===== config.mk =====
export PLATFORM = sky130hd
export DESIGN_NAME = rmii_rx_deframer
export DESIGN_NICKNAME = d
export VERILOG_FILES = /design/src/rtl/rmii_rx_deframer.sv
export SDC_FILE = /design/constraint.sdc
export NUM_CORES = 1
export LEC_CHECK = 0
export ABC_AREA = 1
export BUFFER_PORTS_ARGS = -buffer_cell sky130_fd_sc_hd__buf_2
export CORE_MARGIN = 1
export CORE_UTILIZATION = 45
export DETAILED_ROUTE_END_ITERATION = 7
export GPL_TIMING_DRIVEN = 0
export PLACE_DENSITY = 0.67
export SLEW_MARGIN = 25
export SYNTH_ARGS = -nofsm -noshare
export SYNTH_HDL_FRONTEND = slang
export SYNTH_SLANG_ARGS = --single-unit

===== constraint.sdc =====
create_clock -name clk -period 4 [get_ports clk]
set_clock_uncertainty 0.1 [all_clocks]
set_input_delay 0.2 -clock clk [delete_from_list [all_inputs] [get_ports clk]]
set_output_delay 0.2 -clock clk [all_outputs]
set_load 0.05 [all_outputs]

===== src/rtl/rmii_rx_deframer.sv =====
// RMII receive deframer: packs LSB-first dibits into bytes, runs CRC-32 over the
// whole frame, holds back the trailing 4-byte FCS and reports frame status at end.
module rmii_rx_deframer #(
    parameter int MIN_LEN = 60,
    parameter int MAX_LEN = 1518
) (
    input  logic        clk,
    input  logic        reset,
    input  logic [1:0]  in,
    input  logic        inclk,
    input  logic        in_done,
    output logic [7:0]  out,
    output logic        outclk,
    output logic        done,
    output logic        fcs_ok,
    output logic        err,
    output logic [10:0] len
);

    localparam logic [31:0] CRC_POLY    = 32'hEDB88320;
    localparam logic [31:0] CRC_INIT    = 32'hFFFFFFFF;
    localparam logic [31:0] CRC_RESIDUE = 32'hDEBB20E3;
    localparam logic [10:0] MIN_LEN_W   = 11'(MIN_LEN);
    localparam logic [10:0] MAX_LEN_W   = 11'(MAX_LEN);

    typedef enum logic {
        IDLE = 1'b0,
        RECV = 1'b1
    } state_t;

    state_t          state_q, state_d;
    logic [1:0]      phase_q, phase_d;
    logic [7:0]      byte_q, byte_d;
    logic [31:0]     crc_q, crc_d;
    logic [3:0][7:0] hold_q, hold_d;
    logic [2:0]      fill_q, fill_d;
    logic [10:0]     cnt_q, cnt_d;
    logic            ovs_q, ovs_d;
    logic [7:0]      out_q, out_d;
    logic            outclk_q, outclk_d;
    logic            done_q, done_d;
    logic            fcs_ok_q, fcs_ok_d;
    logic            err_q, err_d;
    logic [10:0]     len_q, len_d;

    // Frame context as seen by the current dibit: a fresh frame starts from cleared state.
    logic [1:0]      phase_c;
    logic [31:0]     crc_c;
    logic [2:0]      fill_c;
    logic [10:0]     cnt_c;
    logic            ovs_c;
    logic [7:0]      byte_c;

    function automatic logic [31:0] crc_dibit(input logic [31:0] c, input logic [1:0] d);
        logic [31:0] r;
        r = c;
        for (int i = 0; i < 2; i++) begin
            r = (r >> 1) ^ (((r[0] ^ d[i]) == 1'b1) ? CRC_POLY : 32'h0);
        end
        return r;
    endfunction

    always_comb begin
        // NOTE: every signal gets a default before any branch so no latch can be inferred.
        state_d  = state_q;
        phase_d  = phase_q;
        byte_d   = byte_q;
        crc_d    = crc_q;
        hold_d   = hold_q;
        fill_d   = fill_q;
        cnt_d    = cnt_q;
        ovs_d    = ovs_q;
        out_d    = out_q;
        outclk_d = 1'b0;
        done_d   = 1'b0;
        fcs_ok_d = fcs_ok_q;
        err_d    = err_q;
        len_d    = len_q;

        phase_c  = (state_q == IDLE) ? 2'd0     : phase_q;
        crc_c    = (state_q == IDLE) ? CRC_INIT : crc_q;
        fill_c   = (state_q == IDLE) ? 3'd0     : fill_q;
        cnt_c    = (state_q == IDLE) ? 11'd0    : cnt_q;
        ovs_c    = (state_q == IDLE) ? 1'b0     : ovs_q;
        byte_c   = byte_q;
        byte_c[{phase_c, 1'b0} +: 2] = in;

        if (in_done) begin
            // in_done wins over a simultaneous inclk; that dibit is dropped.
            state_d = IDLE;
            done_d  = 1'b1;
            if (state_q == RECV) begin
                fcs_ok_d = (crc_q == CRC_RESIDUE) && (phase_q == 2'd0) && (fill_q == 3'd4);
                err_d    = (phase_q != 2'd0) || (cnt_q < MIN_LEN_W) || ovs_q;
                len_d    = cnt_q;
            end else begin
                fcs_ok_d = 1'b0;
                err_d    = 1'b1;
                len_d    = 11'd0;
            end
        end else if (inclk) begin
            state_d = RECV;
            byte_d  = byte_c;
            phase_d = phase_c + 2'd1;
            crc_d   = crc_dibit(crc_c, in);
            fill_d  = fill_c;
            cnt_d   = cnt_c;
            ovs_d   = ovs_c;
            if (phase_c == 2'd3) begin
                hold_d = {byte_c, hold_q[3:1]};
                if (fill_c == 3'd4) begin
                    if (cnt_c < MAX_LEN_W) begin
                        out_d    = hold_q[0];
                        outclk_d = 1'b1;
                        cnt_d    = cnt_c + 11'd1;
                    end else begin
                        ovs_d = 1'b1;
                    end
                end else begin
                    fill_d = fill_c + 3'd1;
                end
            end
        end
    end

    always_ff @(posedge clk) begin
        if (reset) begin
            state_q  <= IDLE;
            phase_q  <= 2'd0;
            crc_q    <= CRC_INIT;
            fill_q   <= 3'd0;
            cnt_q    <= 11'd0;
            ovs_q    <= 1'b0;
            out_q    <= 8'd0;
            outclk_q <= 1'b0;
            done_q   <= 1'b0;
            fcs_ok_q <= 1'b0;
            err_q    <= 1'b0;
            len_q    <= 11'd0;
        end else begin
            // NOTE: sequential state uses non-blocking assignments only.
            state_q  <= state_d;
            phase_q  <= phase_d;
            crc_q    <= crc_d;
            fill_q   <= fill_d;
            cnt_q    <= cnt_d;
            ovs_q    <= ovs_d;
            out_q    <= out_d;
            outclk_q <= outclk_d;
            done_q   <= done_d;
            fcs_ok_q <= fcs_ok_d;
            err_q    <= err_d;
            len_q    <= len_d;
        end
    end

    // NOTE: byte and holdback storage is not reset; fill_q gates every read of it.
    always_ff @(posedge clk) begin
        byte_q <= byte_d;
        hold_q <= hold_d;
    end

    assign out    = out_q;
    assign outclk = outclk_q;
    assign done   = done_q;
    assign fcs_ok = fcs_ok_q;
    assign err    = err_q;
    assign len    = len_q;

endmodule


==> impl_metrics.csv <==
group,metric,value,unit
floorplanning,die-area,11200,sq um
timing,tightest_slew,0.884,ns
yosys,yosys_warnings,0,
placed_design,gp_congestion,0.860,
floorplanning,die_y,106,um
final_layout,num_antenna_cells,0,
timing,period_share,75.0,%
run,max_cap_violations,0,
final_layout,final_nets,587,
worst_setup_path,crit_fanout,13,
yosys,yosys_most_used_dff,"dfxtp_1",
cts,clkLatencyLatePin,0.52,ns
detailed_routing,drcViolationCount,0,
yosys,yosys.area.top_type,"dfxtp_1",
final_layout,drive_above_1_share,15.9,%
floorplanning,die_width,106,um
global_routing,grt-ovfl-total,0,
yosys,syn_inst,524,
yosys,synth_edf_count,40,
timing,finalHoldViolCount,0,
detailed_routing,via_count,4038,
global_routing,gr-usage-met3,5.27,%
final_layout,area_delta_synth_final,20.1,%
cts,htreeDepth,4,
final_layout,instances_no_fill,722,
timing,maxSlewViolCount,0,
yosys,synth-seq-cells,113,
global_routing,grt_pass1_wl,19.3,mm
cts,cts_buffers,17,
global_routing,use_met2,38.0,%
yosys,syn-num-nets,538,
timing,max_freq,0.333,GHz
cts,cts_root_buffer,"clkbuf_8",
floorplanning,initial_core_util,46.6,%
detailed_routing,antenna_left,0,
yosys,yosysMostFrequentCell,"dfxtp_1",
worst_setup_path,startpoint_type,"register",
placed_design,pre_cts_slack,1.01,ns
worst_setup_path,required,4.33,ns
detailed_routing,vias_per_cell,5.59,
global_routing,grt_antenna_before_repair,0,
yosys,ys_top_cells_by_count,"dfxtp_1 (73), nand2_1 (57), nand3_1 (57), inv_1 (54), o21ai_0 (47)",
yosys,yosysUniqueCellTypes,42,
global_routing,grt_busiest_layer,"met2",
detailed_routing,totalWireLength,11.8,mm
floorplanning,boundaryPins,29,
worst_setup_path,critPathCaptureType,"register",
final_layout,final_core_util,56.0,%
placed_design,dpl.cell_count,688,
cts,clock-sinks,113,
placed_design,portBuffers,27,
global_routing,grt_pass1_vias,3943,
status,status,"complete, no violations",
yosys,async_flop_share,0,%
pwr,p_leak,0.00233,uW
yosys,syn_avg_cell_area,9.27,sq um
floorplanning,rows,37,
cts,cts_buffer_depth,2,
yosys,ys_seq_area_share,54.8,%
timing,max_slew_margin,41.1,%
worst_hold_path,worstHoldPathType,"primary input to register",
cts,tritoncts,"done",
yosys,yosysTopAreaCellShare,30.1,%
pwr,powerDensity,506,nW/um^2
detailed_routing,dr.pass1.iters,5,
yosys,ys_top_cells_by_area,"dfxtp_1 (30%), edfxtp_1 (25%), nand3_1 (5.9%), o21ai_0 (4.8%), nand2_1 (4.4%)",
cts,cts.reportedPaths.clkPinSlew,0.06,ns
timing,holdWs,0.0345,ns
floorplanning,fp.coreArea,10400,sq um
timing,fin_ws,1.00,ns
cts,cts_resized,0,
detailed_routing,avgRoutedWirePerCell,16.3,um
global_routing,groute.layer.met1.usage,27.5,%
worst_setup_path,worstPathArrival,3.33,ns
placed_design,dp_hpwl,7.99,mm
timing,layout_min_cycle_time,3.00,ns
global_routing,grt_use_total,22.4,%
yosys,synth_area,4860,sq um
cts,postCtsSetupRepairBufs,0,
timing,setup_viol,0,
global_routing,grt_max_degree,23,
cts,holdBufCountCts,2,
timing,rsz0062_at_grt,"false",
detailed_routing,drt_iter0_markers,261,
pwr,ir_worst_vdd,0.223,mV
worst_setup_path,critPathKind,"register to register",
-- worst paths after layout --
| check | start | endpoint | slack [ns] | cells past startpoint |
|---|---|---|---|---|
| hold / removal | in[0] | byte_q[0] | 0.03 | 3 |
| hold reg to reg | hold_q[14] | hold_q[6] | 0.31 | 0 |
| setup / recovery | state_q | fill_q[0] | 1.00 | 11 |
| setup reg to reg | state_q | fill_q[0] | 1.00 | 11 |
-- metrics by stage --
step                      setup TNS, ns  area (sq um)  power, uW
after floorplan                       0          4860       1360
after global placement           -10.14          5160       1410
after detailed placement              0          5200       1410
after CTS                             0          5830       2960
after global routing                  0          5830       3040
final                                 0          5830       2950
-- where the power goes --
group          switching [uW]  internal, uW  leakage, uW  total (uW)
logic                     118          45.9      0.00107         164
registers                17.2          1210     0.000959        1230
clock network             564           993     0.000298        1560
-- worst max-delay path, cell delays in order (launching register included) --
cell	delay (ns)
dfxtp_1	0.32
buf_6	0.16
buf_4	0.20
clkbuf_1	0.47
nand2_1	0.25
inv_1	0.13
ha_1	0.22
inv_1	0.14
nor2_4	0.38
inv_1	0.12
o21a_1	0.21
nor3_1	0.20
-- flip-flops by register name, indices dropped and copies added (netlist names), 2 cells and up --
register  flops
byte_q        8
cnt_q        11
crc_q        32
fill_q        3
hold_q       32
len          11
out           8
phase_q       2
-- cell type report --
type                       count  area [sq um]
inverter                      58           218
fill                         923          4580
clock inverter                14           176
buffer                        26           120
sequential                   113          2660
multi-input combinational    327          1870
tap                          136           170
clock buffer                  18           439
timing repair buffer          30           183
-- metal layers --
layer	routed length (um)	part of all wire, %	up-vias
met1	4980	42	1917
li1	-	-	1932
met3	868	7.4	26
met4	244	2.1	0
met5	0	0	-
met2	5670	48	163
-- kinds of logic (layout without fill, tap and decap cells) --
group / after synthesis / count (layout) / share of synthesized area, %
simple gates: 193 / 193 / 20.5
compound gates: 121 / 121 / 14.4
flops: 113 / 113 / 54.8
buf+inv: 84 / 146 / 6.95
fa+ha+maj: 8 / 8 / 2.06
xor+xnor: 5 / 5 / 1.29
-- placed cells by master, fill, tap and decap left out, types with 2 or more instances in the layout --
master	netlist	routed
dfxtp_1	73	73
nand2_1	57	57
nand3_1	57	57
inv_1	54	54
o21ai_0	47	47
edfxtp_1	40	40
a21oi_1	36	36
buf_2	3	30
nor2_1	31	30
o211ai_1	19	19
clkbuf_1	17	17
clkbuf_16	0	17
nand4_1	13	13
nor3_1	11	11
ha_1	8	8
o31ai_1	6	6
inv_2	4	4
nor2_4	3	4
inv_6	0	4
nand2_2	3	3
buf_1	3	3
nand2_4	3	3
o21ai_1	3	3
nor3b_1	3	3
xnor2_1	3	3
clkinv_4	0	3
bufinv_16	0	3
buf_6	2	2
or2_2	2	2
o32ai_1	2	2
o22ai_1	2	2
nor2_8	2	2
nand3_2	2	2
and2_4	2	2
nor4_1	2	2
clkinv_2	0	2
clkinvlp_4	0	2
dlygate4sd3_1	0	2
No activity file was read; power rests on OpenSTA's default activity.
